`src/rtl/pipeline_stall_ctrl.sv`:
```
// Pipeline stall/flush sequencer.
// Produces the per-stage load enables and bubble/flush controls for
// PC, IF_ID, ID_EX, EX_MEM and MEM_WB. It also runs the data-memory wait
// with a timeout, a saturating stall-cycle counter and a sticky timeout flag.
//
//   state       | meaning
//   ------------+--------------------------------------------------------
//   ST_BOOT     | one cycle after reset, pipeline held with NOPs in place
//   ST_RUN      | normal flow; load-use stall and taken-branch flush
//   ST_MEM_WAIT | data access in flight, pipeline frozen until mem_ack_i
//   ST_HALT     | access timed out; frozen until rst_i
module pipeline_stall_ctrl #(
  parameter int unsigned MEM_TIMEOUT = 255,
  parameter int unsigned CNT_W       = 16
) (
  input  logic             clk_i,
  input  logic             rst_i,
  input  logic             load_use_i,
  input  logic             branch_taken_i,
  input  logic             mem_req_i,
  input  logic             mem_ack_i,
  output logic             mem_start_o,
  output logic             pc_en_o,
  output logic             if_id_en_o,
  output logic             if_id_flush_o,
  output logic             id_ex_en_o,
  output logic             id_ex_bubble_o,
  output logic             ex_mem_en_o,
  output logic             mem_wb_en_o,
  output logic             mem_wb_bubble_o,
  output logic [CNT_W-1:0] stall_cnt_o,
  output logic             timeout_o
);

  // Timer only has to reach MEM_TIMEOUT-1 before the HALT decision.
  localparam int unsigned TMR_W = (MEM_TIMEOUT > 2) ? $clog2(MEM_TIMEOUT) : 1;
  localparam logic [TMR_W-1:0] TMR_LAST = TMR_W'(MEM_TIMEOUT - 1);
  localparam logic [CNT_W-1:0] CNT_MAX  = '1;

  typedef enum logic [1:0] {
    ST_BOOT     = 2'd0,
    ST_RUN      = 2'd1,
    ST_MEM_WAIT = 2'd2,
    ST_HALT     = 2'd3
  } state_t;

  state_t             state_q, state_d;
  logic [TMR_W-1:0]   tmr_q, tmr_d;
  logic [CNT_W-1:0]   cnt_q, cnt_d;
  logic               to_q, to_d;

  // Stage controls: decoded from current state and this cycle's events.
  always_comb begin
    mem_start_o     = 1'b0;
    pc_en_o         = 1'b0;
    if_id_en_o      = 1'b0;
    if_id_flush_o   = 1'b0;
    id_ex_en_o      = 1'b0;
    id_ex_bubble_o  = 1'b0;
    ex_mem_en_o     = 1'b0;
    mem_wb_en_o     = 1'b0;
    mem_wb_bubble_o = 1'b0;
    if (rst_i || state_q == ST_BOOT) begin
      if_id_flush_o   = 1'b1;
      id_ex_bubble_o  = 1'b1;
      mem_wb_bubble_o = 1'b1;
    end else begin
      case (state_q)
        ST_RUN: begin
          if (mem_req_i) begin
            // Freeze everything upstream; MEM_WB keeps loading a bubble so the
            // instruction ahead of the access retires exactly once.
            mem_start_o     = 1'b1;
            mem_wb_en_o     = 1'b1;
            mem_wb_bubble_o = 1'b1;
          end else if (load_use_i) begin
            // Branch is ignored here; it re-resolves once the load result exists.
            id_ex_en_o     = 1'b1;
            id_ex_bubble_o = 1'b1;
            ex_mem_en_o    = 1'b1;
            mem_wb_en_o    = 1'b1;
          end else begin
            pc_en_o       = 1'b1;
            if_id_en_o    = 1'b1;
            id_ex_en_o    = 1'b1;
            ex_mem_en_o   = 1'b1;
            mem_wb_en_o   = 1'b1;
            if_id_flush_o = branch_taken_i;
          end
        end
        ST_MEM_WAIT: begin
          if (mem_ack_i) begin
            pc_en_o     = 1'b1;
            if_id_en_o  = 1'b1;
            id_ex_en_o  = 1'b1;
            ex_mem_en_o = 1'b1;
            mem_wb_en_o = 1'b1;
          end else begin
            mem_wb_en_o     = 1'b1;
            mem_wb_bubble_o = 1'b1;
          end
        end
        ST_HALT: mem_wb_bubble_o = 1'b1;
        default: mem_wb_bubble_o = 1'b1;
      endcase
    end
  end

  // Next state, access timer, stall counter and sticky timeout.
  always_comb begin
    state_d = state_q;
    tmr_d   = tmr_q;
    cnt_d   = cnt_q;
    to_d    = to_q;
    case (state_q)
      ST_BOOT: state_d = ST_RUN;
      ST_RUN: begin
        if (mem_req_i) state_d = ST_MEM_WAIT;
      end
      ST_MEM_WAIT: begin
        if (mem_ack_i) begin
          tmr_d   = '0;
          state_d = ST_RUN;
        end else begin
          tmr_d = tmr_q + TMR_W'(1);
          if (tmr_q == TMR_LAST) begin
            state_d = ST_HALT;
            to_d    = 1'b1;
          end
        end
      end
      default: state_d = ST_HALT;
    endcase
    if ((state_q == ST_RUN || state_q == ST_MEM_WAIT) && !pc_en_o && cnt_q != CNT_MAX)
      cnt_d = cnt_q + CNT_W'(1);
  end

  // State registers with synchronous reset.
  always_ff @(posedge clk_i) begin
    if (rst_i) begin
      state_q <= ST_BOOT;
      tmr_q   <= '0;
      cnt_q   <= '0;
      to_q    <= 1'b0;
    end else begin
      state_q <= state_d;
      tmr_q   <= tmr_d;
      cnt_q   <= cnt_d;
      to_q    <= to_d;
    end
  end

  assign stall_cnt_o = cnt_q;
  assign timeout_o   = to_q;

endmodule

```
`config.mk`:
```
export PLATFORM = sky130hd
export DESIGN_NAME = pipeline_stall_ctrl
export DESIGN_NICKNAME = d
export VERILOG_FILES = /design/src/rtl/pipeline_stall_ctrl.sv
export SDC_FILE = /design/constraint.sdc
export NUM_CORES = 1
export LEC_CHECK = 0
export CORE_ASPECT_RATIO = 0.6
export CORE_UTILIZATION = 40
export CTS_CLUSTER_SIZE = 16
export DETAILED_ROUTE_END_ITERATION = 7
export PLACE_DENSITY = 0.65
export SYNTH_ARGS = -nofsm -noshare
export SYNTH_HDL_FRONTEND = slang
export SYNTH_SLANG_ARGS = --single-unit
```
`constraint.sdc`:
```
create_clock -name clk_i -period 2.92 [get_ports clk_i]
set_clock_uncertainty 0.2 [all_clocks]
set_input_delay 0.876 -clock clk_i [delete_from_list [all_inputs] [get_ports clk_i]]
set_output_delay 0.876 -clock clk_i [all_outputs]
set_load 0.01 [all_outputs]
```
==> results.toml <==
[run_status]
result_of_the_run = "completed"

[synthesis]
yosys_register_bits = 27
synth.avg_cell_area_sq_um = 8.32
synthesis.area_sq_um = 1500
ys.warnings.count = 0
yosysSeqAreaShare = 0.361
synthesis.nets = 193
post_synth_num_cell_types = 34
synthCells = 180

[worst_hold_path]
whs_path_depth = 2
holdCritPathClass = "reg2reg"

[cts]
cts_hold_repair.buffers = 0
clkLatencyLatePin_ns = 0.28
cts_buffer_depth = 2
clock-sinks = 27
cts_max_level = 1
worst_setup_hold_path_clk_slew_ns = 0.10
clock_tree_from_tritoncts = "built"
postCtsSetupRepairBufs = 0
clock-root-buffer = "clkbuf_8"
cts_inserted_buffers = 3

[timing]
post-route-min-period_ns = 2.86
finalHoldViolations = 0
fmaxAchievable_mhz = 350
timing.final.setup_violations = 0
slew_of_the_pin_with_the_lowest_slew_margin_ns = 0.625
timing.slew.headroom = 0.580
post-route-period-util = 0.979
fin_worst_hold_slack_ns = 0.284
setup_repair_after_global_routing_missed_its_margin = "false"
drv_slew = 0

[worst_setup_path]
endpoint_kind = "primary output"
critical_path_peak_fanout = 2
reg2reg_depth = 8
setup_crit_path_kind = "in2out"
startpoint_type = "primary input"
critical_path_at_ns = 1.78
crit_required_ns = 1.84

[detailed_routing]
top_signal_layer_used = "met4"
route.antenna.remaining_nets = 0
route.layer.met1.wl_um = 1960
firstDrtPassIters = 4
met2RoutedLength_um = 1670
post_drt_wl_per_cell_um = 14.4
dr_total_vias = 1508
drt_wirelength_um = 3840
detailroute.wirelength.met3_um = 198
remaining_drc_errors = 0
detail_route.iter0.violations = 79
via_per_inst = 5.65

[finish]
nFillCells = 314
antenna-diode-count = 0
fin_cells = 267
most_common_library_cell_in_the_layout_ignoring_fill_and_taps = "dfxtp_1"
seqCellArea_sq_um = 541
combined_area_of_the_multi_input_logic_cells_sq_um = 888
flow.area_growth_from_synthesis_pct = 30.9
final_layout_size_suffix_gt1_frac = 0.176
nNetsFinal = 236
most-common-layout-cells = "dfxtp_1 (27), clkdlybuf4s50_1 (18), a21oi_1 (17), buf_4 (17), nor2_1 (14)"

[global_routing]
grt_start_max_net_pins = 24
grt_antenna_before_repair = 0
grt_overflow_total = 0
vias_in_the_first_global_route = 1420
gr-usage-all-layers = 0.203
global_route_wire_length_before_repair_um = 6370

[die]
floorplan.die_area_sq_um = 4000
die_width_um = 81.0
ioPinCount = 32
starting_utilization_of_the_core_area = 0.440
core-area_sq_um = 3400
rows = 16
die_h_um = 49.4

[power_and_ir_drop]
max-vdd-ir-drop_v = 0.000324
pwr_density_cell_nw_per_um2 = 530
p_leak_nw = 0.734

[placement]
port_buffers = 31
dpl.cell_count = 263
finalWeightedCongestion = 0.788
detailedPlacementHpwl_um = 2680

[run]
max_cap_violations = 0
synthesized netlist by cell type:
library cell / count / area (sq um)
inv_1: 7 / 26.3
a32o_1: 1 / 10.0
a21bo_1: 1 / 10.0
o21ai_0: 8 / 40.0
o21a_1: 3 / 22.5
nand2_1: 12 / 45.0
o211ai_1: 1 / 7.51
or3b_2: 1 / 8.76
nor3_1: 2 / 10.0
o31ai_1: 8 / 60.1
nor2b_1: 3 / 18.8
dfxtp_1: 27 / 541
nor3b_1: 1 / 7.51
and3_1: 3 / 18.8
buf_4: 3 / 22.5
ha_1: 7 / 87.6
nor4_1: 4 / 25.0
a21oi_1: 19 / 95.1
mux2i_1: 2 / 20.0
mux2_2: 2 / 22.5
nor4_2: 1 / 12.5
o31a_1: 2 / 17.5
buf_6: 2 / 22.5
or3_1: 5 / 31.3
nand3_1: 7 / 35.0
nor2_1: 15 / 56.3
nand2b_1: 1 / 6.26
or4_1: 8 / 60.1
o21ai_1: 1 / 5.00
nand4_1: 11 / 68.8
xor2_1: 4 / 35.0
and4_1: 3 / 26.3
clkbuf_1: 2 / 7.51
buf_2: 3 / 15.0
sequential cells by signal, summed over array words and instances (netlist names):
signal and flops:
state_q 2, tmr_q 8, timeout_o 1, stall_cnt_o 16
worst paths after layout:
check | start | endpoint | slack (ns)
worst min register to register | timeout_o | timeout_o | 0.28
worst max-delay path | mem_req_i | if_id_flush_o | 0.06
worst max register to register | state_q[1] | stall_cnt_o[7] | 0.49
worst min-delay path | timeout_o | timeout_o | 0.28
stage by stage:
| stage | TNS [ns] | utilization | power [mW] | instance area (sq um) | setup WS, ns |
|---|---|---|---|---|---|
| 2_1_floorplan | 0 | - | 0.643 | 1500 | 0.257 |
| 3_3_place_gp | -5.80 | 0.565 | 0.803 | 1920 | -0.492 |
| 3_5_place_dp | -6.24 | 0.565 | 0.816 | 1920 | -0.537 |
| 4_1_cts | 0 | 0.580 | 1.04 | 1970 | 0.0522 |
| 5_1_grt | 0 | 0.576 | 1.11 | 1960 | 0.00154 |
| 6_report | 0 | 0.576 | 1.04 | 1960 | 0.0622 |
worst max-delay path: stages:
cell	delay [ns]
dlygate4sd2_1	0.27
nor3b_2	0.26
buf_4	0.16
nand2_1	0.04
nand2_1	0.06
buf_2	0.12
metal layers:
| metal | up-vias | track usage |
|---|---|---|
| met5 | - | 0 |
| met4 | 0 | 0.00893 |
| met3 | 2 | 0.0449 |
| met2 | 46 | 0.329 |
| met1 | 711 | 0.286 |
| li1 | 749 | - |
logic make-up (layout without fill, tap and decap cells):
kind of cell,count (synthesis),in the layout,synth area share
AO/OA/AOI/OAI,44,44,0.179
XOR/XNOR,4,4,0.0234
adder cells (fa/ha/maj),7,7,0.0585
buffers and inverters,17,59,0.0627
flip-flops,27,27,0.361
multiplexers,4,4,0.0284
AND/OR/NAND/NOR,77,77,0.287
area by class of cell:
| type | count | share of cell area |
|---|---|---|
| multi-input cells | 136 | 0.453 |
| flip-flops and latches | 27 | 0.276 |
| repair buffers | 48 | 0.204 |
| well taps | 45 | 0.0287 |
| clock buffers | 3 | 0.0211 |
| inverters | 7 | 0.0134 |
| clock inverters | 1 | 0.00447 |
report_power, final:
group	leakage (nW)	switching, mW	total [mW]	internal [mW]
clock network	0.0261	0.129	0.229	0.100
logic	0.489	0.195	0.390	0.194
registers	0.218	0.0300	0.421	0.391
repair_timing:
action | in CTS | in global routing
endpoints found under the setup margin | 9 | 3
gates resized for setup | 39 | 5
pin swaps | 5 | 2
No activity file was read; power rests on OpenSTA's default activity.
